===== src/rtl/maze_pkg.sv =====
// Shared types for the maze front end: move directions, encoder FSM states
// and the KEY[3:0] bit positions.
package maze_pkg;

   typedef enum logic [1:0] {
      DIR_LEFT  = 2'd0,
      DIR_RIGHT = 2'd1,
      DIR_UP    = 2'd2,
      DIR_DOWN  = 2'd3
   } dir_t;

   typedef enum logic [1:0] {
      ST_IDLE,
      ST_ISSUE,
      ST_HOLD
   } state_t;

   localparam int unsigned KEY_LEFT  = 3;
   localparam int unsigned KEY_RIGHT = 2;
   localparam int unsigned KEY_UP    = 1;
   localparam int unsigned KEY_DOWN  = 0;

   // LEFT > RIGHT > UP > DOWN when several presses land in the same cycle.
   function automatic dir_t pick_dir(input logic [3:0] evt);
      if (evt[KEY_LEFT])       return DIR_LEFT;
      else if (evt[KEY_RIGHT]) return DIR_RIGHT;
      else if (evt[KEY_UP])    return DIR_UP;
      else                     return DIR_DOWN;
   endfunction

   // Key bit position that produced a given direction.
   function automatic logic [1:0] key_of(input dir_t d);
      return 2'(KEY_LEFT) - d;
   endfunction

endpackage


===== src/rtl/key_debounce.sv =====
// One push-button conditioner: 2-FF synchroniser on the inverted raw key,
// stability counter, debounced level and a one-cycle press pulse.
module key_debounce #(
   parameter int unsigned DEBOUNCE_CYCLES = 500_000
) (
   input  logic clk,
   input  logic reset,
   input  logic key_n,
   output logic stable,
   output logic press_evt
);

   localparam int unsigned     CW       = $clog2(DEBOUNCE_CYCLES + 1);
   localparam logic [CW-1:0]   CNT_LAST = CW'(DEBOUNCE_CYCLES - 1);

   logic          sync1, sync2;
   logic [CW-1:0] cnt;

   always_ff @(posedge clk or negedge reset) begin
      if (!reset) begin
         sync1 <= 1'b0;
         sync2 <= 1'b0;
      end else begin
         sync1 <= ~key_n;
         sync2 <= sync1;
      end
   end

   // Any sample agreeing with the accepted level restarts the stability run.
   always_ff @(posedge clk or negedge reset) begin
      if (!reset) begin
         cnt       <= '0;
         stable    <= 1'b0;
         press_evt <= 1'b0;
      end else begin
         press_evt <= 1'b0;
         if (sync2 == stable) begin
            cnt <= '0;
         end else if (cnt == CNT_LAST) begin
            cnt       <= '0;
            stable    <= sync2;
            press_evt <= sync2;
         end else begin
            cnt <= cnt + CW'(1);
         end
      end
   end

endmodule


===== src/rtl/key_move_encoder.sv =====
// Maze key front end: four debounced buttons -> one valid/ready move request per press.
// Define KEY_MOVE_AUTO_REPEAT_EN to re-issue a held key's move after REPEAT_DELAY, then every REPEAT_RATE.
module key_move_encoder
   import maze_pkg::*;
#(
   parameter int unsigned DEBOUNCE_CYCLES = 500_000,
   parameter int unsigned REPEAT_DELAY    = 25_000_000,
   parameter int unsigned REPEAT_RATE     = 5_000_000
) (
   input  logic       clk,
   input  logic       reset,
   input  logic [3:0] key_n,
   output logic       move_valid,
   output logic [1:0] move_dir,
   input  logic       move_ready,
   output logic       any_held
);

   if (REPEAT_DELAY < 2 || REPEAT_RATE < 2) begin : g_cfg_check
      $error("key_move_encoder: REPEAT_DELAY and REPEAT_RATE must be at least 2");
   end

   logic [3:0] stable;
   logic [3:0] press_evt;
   state_t     state, state_nxt;
   dir_t       dir_q;
   logic       released;

   for (genvar k = 0; k < 4; k++) begin : g_key
      key_debounce #(
         .DEBOUNCE_CYCLES(DEBOUNCE_CYCLES)
      ) u_debounce (
         .clk      (clk),
         .reset    (reset),
         .key_n    (key_n[k]),
         .stable   (stable[k]),
         .press_evt(press_evt[k])
      );
   end

   assign released = ~stable[key_of(dir_q)];
   assign any_held = |stable;
   assign move_dir = dir_q;

`ifdef KEY_MOVE_AUTO_REPEAT_EN
   localparam int unsigned RPT_MAX = (REPEAT_DELAY > REPEAT_RATE) ? REPEAT_DELAY : REPEAT_RATE;
   localparam int unsigned RW      = $clog2(RPT_MAX + 1);

   logic [RW-1:0] rpt_cnt;
   logic          first_q;

   // Loaded two short: HOLD spans load+1 cycles and the ISSUE cycle completes
   // the interval, so accepts are exactly REPEAT_DELAY / REPEAT_RATE apart.
   always_ff @(posedge clk or negedge reset) begin
      if (!reset) begin
         rpt_cnt <= '0;
         first_q <= 1'b0;
      end else begin
         case (state)
            ST_IDLE:  if (|press_evt) first_q <= 1'b1;
            ST_ISSUE: if (move_ready) begin
                         rpt_cnt <= first_q ? RW'(REPEAT_DELAY - 2) : RW'(REPEAT_RATE - 2);
                         first_q <= 1'b0;
                      end
            ST_HOLD:  if (!released && rpt_cnt != '0) rpt_cnt <= rpt_cnt - RW'(1);
            default:  ;
         endcase
      end
   end
`endif

   always_ff @(posedge clk or negedge reset) begin
      if (!reset) state <= ST_IDLE;
      else        state <= state_nxt;
   end

   always_comb begin
      state_nxt = state;
      unique case (state)
         ST_IDLE:  if (|press_evt) state_nxt = ST_ISSUE;
         ST_ISSUE: if (move_ready) state_nxt = ST_HOLD;
         ST_HOLD: begin
            if (released) state_nxt = ST_IDLE;
`ifdef KEY_MOVE_AUTO_REPEAT_EN
            else if (rpt_cnt == '0) state_nxt = ST_ISSUE;
`endif
         end
         default:  state_nxt = ST_IDLE;
      endcase
   end

   always_comb begin
      move_valid = (state == ST_ISSUE);
   end

   always_ff @(posedge clk or negedge reset) begin
      if (!reset)                             dir_q <= DIR_LEFT;
      else if (state == ST_IDLE && |press_evt) dir_q <= pick_dir(press_evt);
   end

endmodule

===== config.mk =====
export PLATFORM = sky130hd
export DESIGN_NAME = key_move_encoder
export DESIGN_NICKNAME = d
export VERILOG_FILES = /design/src/rtl/maze_pkg.sv /design/src/rtl/key_debounce.sv /design/src/rtl/key_move_encoder.sv
export SDC_FILE = /design/constraint.sdc
export NUM_CORES = 1
export LEC_CHECK = 0
export ABC_AREA = 0
export BUFFER_PORTS_ARGS = -buffer_cell sky130_fd_sc_hd__buf_2
export CAP_MARGIN = 20
export CORE_MARGIN = 2
export CORE_UTILIZATION = 55
export CTS_BUF_LIST = sky130_fd_sc_hd__clkbuf_4
export DETAILED_ROUTE_END_ITERATION = 7
export HOLD_SLACK_MARGIN = 0.08
export PLACE_DENSITY_LB_ADDON = 0.12
export SLEW_MARGIN = 10
export SYNTH_ARGS = -nofsm -noshare
export SYNTH_HDL_FRONTEND = slang
export SYNTH_SLANG_ARGS = --single-unit

===== constraint.sdc =====
create_clock -name clk -period 3.84 [get_ports clk]
set_input_delay 0.768 -clock clk [delete_from_list [all_inputs] [get_ports clk]]
set_output_delay 0.768 -clock clk [all_outputs]
set_load 0.02 [all_outputs]

==> results of run 1 <==
-- cells by family (layout without fill, tap and decap cells) --
family          count (synthesis)  in the layout
flops                          96             96
compound gates                 49             49
mux                             5              5
fa+ha+maj                       4              4
buf+inv                        26             51
simple gates                  214            214
xor+xnor                       52             52
-- worst max-delay path: cells and delay by family, from the launching register on --
| kind | cells | cell delay (ps) |
|---|---|---|
| buf+inv | 1 | 180 |
| flops | 1 | 450 |
| simple gates | 1 | 550 |
-- through the flow --
| step | cells | cell area, µm² | setup slack (ps) | hold slack, ps | total power, mW |
|---|---|---|---|---|---|
| after floorplan | 446 | 4510 | 1870 | 331 | 1.08 |
| final | 576 | 4830 | 1470 | 354 | 1.57 |
| after global placement | 559 | 4700 | 1670 | 334 | 1.12 |
| after CTS | 575 | 4820 | 1420 | 367 | 1.59 |
| after detailed placement | 559 | 4700 | 1650 | 335 | 1.12 |
| after global routing | 576 | 4830 | 1370 | 362 | 1.65 |
-- synthesized netlist by cell type (all sizes together), types with 2 or more instances --
| master | count |
|---|---|
| nand4 | 19 |
| mux2 | 4 |
| nor2 | 61 |
| or3 | 16 |
| and3b | 2 |
| clkbuf | 6 |
| ha | 4 |
| o21ai | 16 |
| nand2 | 27 |
| xnor2 | 33 |
| inv | 19 |
| nor4bb | 2 |
| nand3 | 27 |
| nor3 | 7 |
| nor4 | 12 |
| dfrtp | 96 |
| o31ai | 9 |
| and4 | 5 |
| or4 | 14 |
| nor4b | 2 |
| xor2 | 19 |
| and2 | 4 |
| or2 | 2 |
| a21oi | 21 |
| nor3b | 4 |
| and3 | 6 |
-- registers in the layout (all words and copies together), names as in the netlist --
name	cells
move_dir	2
g_key.u_debounce.press_evt	4
g_key.u_debounce.cnt	76
state	2
g_key.u_debounce.sync2	4
g_key.u_debounce.stable	4
g_key.u_debounce.sync1	4
-- area by class of cell --
class	count	area [µm²]	share of cell area, %
Multi-Input combinational cell	324	2010	41.6
Tap cell	105	131	2.72
Inverter	19	71.3	1.48
Clock inverter	7	46.3	0.959
Sequential cell	96	2400	49.8
Timing Repair Buffer	16	97.6	2.02
Clock buffer	9	67.6	1.40
-- metal layers --
| layer | vias up | track usage (%) |
|---|---|---|
| li1 | 1616 | - |
| met2 | 40 | 32.0 |
| met5 | - | 0 |
| met4 | 0 | 8.70 |
| met3 | 13 | 2.95 |
| met1 | 1612 | 28.2 |
-- how the worst max path moves through the flow --
stage,startpoint,endpoint,slack (ps),cells after the start
after floorplan,g_key[3].u_debounce.cnt[0],g_key[3].u_debounce.cnt[10],1870,6
after global placement,g_key[3].u_debounce.cnt[0],g_key[3].u_debounce.cnt[12],1670,6
after detailed placement,g_key[3].u_debounce.cnt[0],g_key[3].u_debounce.cnt[17],1650,6
after CTS,g_key[3].u_debounce.stable,any_held,1420,2
after global routing,g_key[3].u_debounce.stable,any_held,1370,2
final,g_key[3].u_debounce.stable,any_held,1470,2
-- placed cells by master, fill, tap and decap left out, drive strengths merged, types with 2 or more instances in the layout --
cell / n
dfrtp: 96
nor2: 61
xnor2: 33
nand2: 27
nand3: 27
a21oi: 21
inv: 20
xor2: 19
nand4: 19
or3: 16
o21ai: 16
buf: 16
or4: 14
nor4: 12
clkbuf: 9
o31ai: 9
nor3: 7
and3: 6
and4: 5
clkinv: 5
and2: 4
nor3b: 4
mux2: 4
ha: 4
nor4b: 2
or2: 2
nor4bb: 2
and3b: 2
-- power by group through the flow --
stage	clock network, mW	registers, mW	logic, mW
6_report	0.466	1.04	0.0620
5_1_grt	0.537	1.04	0.0738
4_1_cts	0.490	1.04	0.0639
3_5_place_dp	0	1.06	0.0638
3_3_place_gp	0	1.06	0.0621
2_1_floorplan	0	1.06	0.0288
==> impl_results.md, run 1 <==
- Top Metal Used: met4
- Max incr delay on CP: 550 ps
- Top FF cell, synth: dfrtp_1
- Die ar.: 0.00894 mm²
- Cells along the critical path: or4_1 -> buf_2
- HP Class: register to register
- CP arrival: 1600 ps
- Row count: 33
- Combinational power share: 4.0%
- DRT met1 WL: 3.98 mm
- Via density: 5.70
- Max VDD drop: 0.169 mV
- Final setup TNS: 0 ps
- Cell internal pwr: 1.18 mW
- CP max FO: 5
- Yosys top cell area share: 53.2%
- Area share of fa/ha/maj cells after synthesis: 1.11%
- PD cells: 325 mW/mm²
- CTS buffer count: 9
- Critical-path top delay cell: or4_1
- Layout Nets: 477
- Clock share of power: 29.8%
- FF+latch count, synth: 96
- Status: complete, no violations
- Reported net switching power: 391 µW
- CP required: 3070 ps
- Final hold violations: 0
- Max Transition Viols Final: 0
- Max-Cap Viols: 0
- Post-synthesis compound-gate area fraction: 6.27%
- First-pass GRT wire length: 14.4 mm
- Sw Share: 24.9%
- GR Overflow Total: 0
- Largest family of logic cells by synthesized area: simple AND/OR/NAND/NOR gates
- Post-route ant nets: 0
- Tmin final: 2370 ps
- Simple-Gate Fraction of Synth Area: 25.6%
- CTS tree: yes
- Final Routed Wirelength: 7.94 mm
- Sequential share of power: 66.3%
- Die width: 94.6 µm
- Synth Cell Area: 0.00451 mm²
- Fin crit share: 61.7%
- Final Skew: 17.5 ps
- Async SR Flop Fraction: 100%
- Multiplexer share of the synthesized area: 1.50%
- Top cells by area, synth: dfrtp_1, xnor2_1, nor2_1, xor2_1, nand3_1
- Wire length on met2: 3.63 mm
- I/O Buffers: 10
- Post-CTS Hold Fix Bufs: 0
- ANT cells: 0
- Core footprint: 0.00809 mm²
- Mapped Nets: 457
- DR WL met3: 178 µm
- Distinct cell type count after synthesis: 41
- Final core occ: 59.6%
- Initial Util: 55.8%
- Vias in the first global route: 3179
- Share of post-route cells with drive strength above 1: 9.34%
- Largest area contributor in the netlist: dfrtp_1
- Clock buffer depth: 2
- Initial drt markers: 142
- Gr usage total: 20.3%
- Fmax: 0.422 GHz
- WL per Instance: 13.8 µm
- RSZ-0062 raised after global routing: false
- Nature of the critical path endpoint: output pin
- Die height: 94.6 µm
- Clock transition at the registers of the reported paths: 160 ps
- GPL Wtd Cong: 0.880
- Final setup fails: 0
- CTS Sinks: 96
- Final routed DRC violation total: 0
- R2R Setup Slk: 1640 ps
- WHS Path Cells: 0
- Syn_area_per_cell: 10.1 µm²
- # H-tree levels: 3
- Post-synth EDFFs: 0
- Slew margin rel.: 39.8%
- Layout filler cell count: 720
- Hold Path Origin: g_key[3].u_debounce.sync1
- Pre-antenna DRT Iters: 4
- Clock latency on the worst-skew pair: 440 ps
- Cells after synthesis: 446
- Leakage power: 1.97 nW
- Post-DP HPWL: 5.55 mm
- Largest net degree at the start of global routing: 72
- Synth warn: 0
- Via count: 3281
- Boundary Pins: 11
- Slew @ Worst Pin: 902 ps
- Cell count of the worst reg-to-reg path: 6
- Initial antenna violation count: 0
- Hold path endpoint: g_key[3].u_debounce.sync2
- Seq/Total Area, Yosys: 53.2%
- Area growth syn-to-layout: 6.96%
- Clock Tree Root: clkbuf_4
- R2R Path Start: g_key[3].u_debounce.cnt[0]
- Worst r2r dst: g_key[3].u_debounce.cnt[12]
- WS Path Type: register to output pin
- Startpoint types: register
- XOR/XNOR share of the synthesized area: 10.1%
- Post-CTS Resized: 0
- # Post-CTS Setup Buffers: 0
(Power assumes the default switching activity.)
==> run 2: changes to the inputs <==
==> constraint.sdc (replaced) <==
create_clock -name clk -period 1.92 [get_ports clk]
set_input_delay 0.384 -clock clk [delete_from_list [all_inputs] [get_ports clk]]
set_output_delay 0.384 -clock clk [all_outputs]
set_load 0.02 [all_outputs]
==> impl_results.md, run 2 (synthesized netlist as in run 1, its figures left out) <==
- Final Routed Wirelength: 8.64 mm (+8.7%)
- WS Path Type: register to output pin
- Share of post-route cells with drive strength above 1: 19.4% (+10 points)
- Max FFs per register: 76 (unchanged)
- Die width: 94.6 µm (unchanged)
- Critical-path top delay cell: or4_4
- R2R Path Start: g_key[2].u_debounce.cnt[11]
- Boundary Pins: 11 (unchanged)
- CTS buffer count: 9 (unchanged)
- Nature of the critical path endpoint: output pin
- GPL Wtd Cong: 0.853 (-3.1%)
- Via density: 5.58 (-2.1%)
- CTS tree: yes
- Cells along the critical path: or4_4 -> buf_6
- Status: complete, no violations
- Post-route ant nets: 0 (unchanged)
- R2R Setup Slk: 90 ps (-1550 ps)
- Core footprint: 0.00809 mm² (unchanged)
- Clock transition at the registers of the reported paths: 140 ps (-20 ps)
- RSZ-0062 raised after global routing: true
- Placed cell count: 591 (+5.7%)
- Hold path endpoint: state[0]
- Top delay family on crit path: simple AND/OR/NAND/NOR gates
- Final setup TNS: 0 ps (unchanged)
- CP max FO: 2 (-3)
- CP arrival: 1530 ps (-70 ps)
- Commonest non-fill, non-tap cell in the layout: dfrtp_1
- Commonest cells after routing, fill and taps aside: dfrtp_1, nor2_1, buf_4
- Largest Register: g_key.u_debounce.cnt
- Area growth syn-to-layout: 18.5%
- ANT cells: 0 (unchanged)
- Initial antenna violation count: 0 (unchanged)
- CTS Sinks: 96 (unchanged)
- Final Skew: 14.8 ps (-2.63 ps)
- Max VDD drop: 0.478 mV (+180%)
- Fmax: 0.522 GHz
- Final hold violations: 0 (unchanged)
- Initial drt markers: 132 (-7.0%)
- I/O Buffers: 10 (unchanged)
- Layout Nets: 526 (+10%)
- Post-DP HPWL: 5.98 mm (+7.7%)
- Clock latency on the worst-skew pair: 440 ps (about the same)
- Initial Util: 55.8% (unchanged)
- Fin crit share: 99.8%
- Tmin final: 1920 ps
- Clock Tree Root: clkbuf_4
- Leakage power: 2.25 nW (+14%)
- GR Overflow Total: 0 (unchanged)
- Die height: 94.6 µm (unchanged)
- Largest net degree at the start of global routing: 49 (-32%)
- Vias in the first global route: 3429 (+7.9%)
- WL per Instance: 13.8 µm (+0.19%)
- Clock buffer depth: 2 (unchanged)
- Final setup fails: 0 (unchanged)
- Max-Cap Viols: 0 (unchanged)
- Cell count of the worst reg-to-reg path: 4 (-2)
- CP Launch Point: g_key[1].u_debounce.stable
- Final routed DRC violation total: 0 (unchanged)
- Pre-antenna DRT Iters: 4 (unchanged)
- Worst r2r dst: g_key[2].u_debounce.stable
- PD cells: 662 mW/mm² (+100%)
- Die ar.: 0.00894 mm² (unchanged)
- WHS Path Cells: 2 (+2)
- Max incr delay on CP: 540 ps (about the same)
- CP bufs+invs: 1 (unchanged)
- Non-filler instance count after layout: 625 (+8.5%)
- First-pass GRT wire length: 15.0 mm (+4.2%)
- Hold Path Origin: move_ready
- HP Class: primary input to register
- # H-tree levels: 3 (unchanged)
- CP required: 1540 ps (-1530 ps)
- Via count: 3486 (+6.2%)
- Startpoint types: register
- Slew @ Worst Pin: 606 ps (-296 ps)
- Row count: 33 (unchanged)
- Max Transition Viols Final: 0 (unchanged)
- Gr usage total: 21.2% (+0.94 points)
- Slew margin rel.: 59.1% (+19 points)
[run 2: cell count changes in the layout (fill, tap and decap cells not counted), sizes merged]
| cell | delta |
|---|---|
| bufinv | +3 |
| clkinv | -2 |
| inv | -1 |
| buf | +44 |
| dlygate4sd3 | +5 |
[run 2: cell type report]
| class | instances | area [µm²] |
|---|---|---|
| Fill cell | 677 | 2750 |
| Clock buffer | 9 | 67.6 |
| Timing Repair Buffer | 65 | 497 |
| Inverter | 19 | 71.3 |
| Sequential cell | 96 | 2400 |
| Clock inverter | 7 | 110 |
| Tap cell | 105 | 131 |
| Multi-Input combinational cell | 324 | 2070 |
[run 2: what timing repair did]
item,4_1_cts,5_1_grt
hold endpoints to repair,35,0
pin swaps,1,4
hold buffers,5,0
resized for setup,4,12
setup endpoints to repair,2,12
buffers inserted,3,10
[run 2: worst max-delay path by stage]
| stage | endpoint | slack (ps) | cells past startpoint |
|---|---|---|---|
| final | any_held | 4 | 2 |
| after global routing | any_held | -60 | 2 |
| after CTS | any_held | -20 | 2 |
| after detailed placement | g_key[1].u_debounce.cnt[17] | -2 | 4 |
| after global placement | g_key[2].u_debounce.stable | 80 | 4 |
| after floorplan | g_key[3].u_debounce.cnt[10] | 60 | 6 |
[run 2: per-layer routing]
layer	track usage [%]	vias up	wire length, µm
li1	-	1718	-
met1	28.0	1711	4020
met2	34.8	46	4200
met3	5.43	11	303
met4	6.40	0	111
met5	0	-	0
[run 2: power by group]
| part | switching [mW] | internal [mW] | total, mW | leakage (nW) |
|---|---|---|---|---|
| clock network | 0.655 | 0.649 | 1.30 | 0.0910 |
| logic | 0.0988 | 0.0626 | 0.161 | 0.845 |
| registers | 0.0235 | 2.05 | 2.07 | 1.31 |
[run 2: stage by stage]
| stage | hold slack, ps | worst slack (ps) | power (mW) | utilization, % | instance area [µm²] |
|---|---|---|---|---|---|
| final | 163 | 3.89 | 3.54 | 66.1 | 5350 |
| after global routing | 133 | -61.4 | 3.69 | 66.1 | 5350 |
| after CTS | 142 | -16.8 | 3.57 | 64.6 | 5230 |
| after detailed placement | 336 | -2.43 | 2.26 | 61.3 | 4960 |
| after global placement | 334 | 78.5 | 2.26 | 61.3 | 4960 |
| after floorplan | 88.4 | 58.6 | 2.17 | - | 4520 |
==> run 3: changes to the inputs <==
==> constraint.sdc (replaced) <==
create_clock -name clk -period 2 [get_ports clk]
set_input_delay 0.4 -clock clk [delete_from_list [all_inputs] [get_ports clk]]
set_output_delay 0.4 -clock clk [all_outputs]
set_load 0.02 [all_outputs]
==> impl_results.md, run 3 (synthesized netlist as in run 1, its figures left out) <==
- Status: complete, no violations
- Area growth syn-to-layout: 13.0%
- Largest Register: g_key.u_debounce.cnt
- HP Class: primary input to register
- Die ar.: 0.00894 mm² (unchanged)
- Vias in the first global route: 3225 (-5.9%)
- Clock share of power: 31.6% (-5.2 points)
- Via count: 3375 (-3.2%)
- Commonest non-fill, non-tap cell in the layout: dfrtp_1
- First-pass GRT wire length: 14.4 mm (-4.3%)
- Max VDD drop: 0.509 mV (+6.6%)
- Post-route ant nets: 0 (unchanged)
- WHS: 110 ps (-53.2 ps)
- Nature of the critical path endpoint: register
- GPL Wtd Cong: 0.882 (+3.4%)
- Die height: 94.6 µm (unchanged)
- I/O Buffers: 10 (unchanged)
- Core footprint: 0.00809 mm² (unchanged)
- Layout Nets: 503 (-4.4%)
- Pre-antenna DRT Iters: 4 (unchanged)
- PD cells: 613 mW/mm² (-7.3%)
- Via density: 5.62 (+0.68%)
- Initial Util: 55.8% (unchanged)
- Max-Cap Viols: 0 (unchanged)
- Initial drt markers: 135 (+2.3%)
- Tmin final: 1940 ps
- Clock buffer depth: 2 (unchanged)
- Commonest cells after routing, fill and taps aside: dfrtp_1, nor2_1, xnor2_1
- Fmax: 0.515 GHz
- Initial antenna violation count: 0 (unchanged)
- Gr usage total: 20.0% (-1.2 points)
- Max Transition Viols Final: 0 (unchanged)
- CTS Sinks: 96 (unchanged)
- WS Path Type: register to register
- Post-DP HPWL: 5.83 mm (-2.6%)
- CP required: 2350 ps (+810 ps)
- Final setup fails: 0 (unchanged)
- GR Overflow Total: 0 (unchanged)
- Max FFs per register: 76 (unchanged)
- Non-filler instance count after layout: 601 (-3.8%)
- Boundary Pins: 11 (unchanged)
- Clock Tree Root: clkbuf_4
- Final routed DRC violation total: 0 (unchanged)
- Share of post-route cells with drive strength above 1: 15.3% (-4.1 points)
- Slew margin rel.: 59.9% (+0.85 points)
- Fin crit share: 97.2%
- Leakage power: 2.10 nW (-6.5%)
- Reported net switching power: 733 µW (-5.8%)
- Final Routed Wirelength: 8.11 mm (-6.1%)
- Final hold violations: 0 (unchanged)
- Clock latency on the worst-skew pair: 420 ps (-20 ps)
- Final Skew: 15.1 ps (+0.280 ps)
- Clock transition at the registers of the reported paths: 130 ps (about the same)
- Sequential share of power: 63.7% (+5.1 points)
- Die width: 94.6 µm (unchanged)
- Startpoint types: register
- Placed cell count: 578 (-2.2%)
- CP max FO: 5 (+3)
- CTS tree: yes
- WL per Instance: 13.5 µm (-2.4%)
- Slew @ Worst Pin: 593 ps (-12.5 ps)
- Sw Share: 23.4% (+1.5 points)
- ANT cells: 0 (unchanged)
- # H-tree levels: 3 (unchanged)
- CP arrival: 2290 ps (+760 ps)
- RSZ-0062 raised after global routing: true
- Cell internal pwr: 2.39 mW (-13%)
- Layout filler cell count: 686 (+1.3%)
- CTS buffer count: 9 (unchanged)
- Largest net degree at the start of global routing: 41 (-16%)
- Combinational power share: 4.7% (about the same)
- Row count: 33 (unchanged)
run 3: cell types whose count changed in the layout (fill, tap and decap cells not counted), sizes merged:
cell         change
clkinv           -1
clkinvlp         +2
bufinv           -2
dlygate4sd3      -2
buf             -21
run 3: worst max-delay path: stages, from the launching register on:
cell     delay (ps)
dfrtp_1         410
ha_2            230
nand4_1         170
or3_2           520
or4_1           410
a21oi_1         140
run 3: worst paths after layout:
check | start | endpoint | slack, ps | cells after the start
setup / recovery | g_key[2].u_debounce.cnt[0] | g_key[2].u_debounce.cnt[18] | 60 | 5
hold / removal | key_n[2] | g_key[2].u_debounce.sync1 | 110 | 2
setup reg to reg | g_key[2].u_debounce.cnt[0] | g_key[2].u_debounce.cnt[18] | 60 | 5
hold reg to reg | g_key[1].u_debounce.sync1 | g_key[1].u_debounce.sync2 | 370 | 0
max in group asynchronous | reset | g_key[0].u_debounce.cnt[3] | 1030 | 3
min in group asynchronous | reset | g_key[3].u_debounce.cnt[6] | 410 | 2
run 3: per-layer routing:
metal  up-vias  routed length [µm]  GRT usage [%]
li1       1678                   -              -
met1      1625                3990           27.8
met2        56                3720           31.7
met3        16                 253           3.35
met4         0                 144           7.85
met5         -                   0              0
run 3: stage by stage:
step / utilization [%] / instance area (µm²) / setup TNS [ps] / setup slack [ps] / power, mW
finish: 63.0 / 5100 / 0 / 56.9 / 3.13
global placement: 60.0 / 4860 / 0 / 102 / 2.17
detailed placement: 60.0 / 4860 / 0 / 58.9 / 2.17
floorplan: - / 4510 / 0 / 29.4 / 2.08
global route: 63.0 / 5100 / -41.3 / -41.3 / 3.29
CTS: 62.1 / 5020 / 0 / 5.95 / 3.17
run 3: power groups by stage:
stage	Combinational (mW)	Clock, mW	Sequential (mW)
5_1_grt	0.174	1.12	2.00
6_report	0.147	0.988	1.99
2_1_floorplan	0.0552	0	2.03
3_5_place_dp	0.139	0	2.03
4_1_cts	0.143	1.03	1.99
3_3_place_gp	0.138	0	2.03
run 3: layout make-up:
cell class	count	area (µm²)	share of cell area (%)
inverters	19	71.3	1.40
clock inverters	6	61.3	1.20
flip-flops and latches	96	2400	47.2
repair buffers	42	319	6.26
clock buffers	9	67.6	1.33
multi-input cells	324	2040	40.1
well taps	105	131	2.58
run 3: what timing repair did:
action	in CTS	in global routing
buffers inserted	2	3
hold buffers	2	1
hold endpoints to repair	27	1
endpoints found under the setup margin	1	8
pin swaps	0	1
resized for setup	0	11
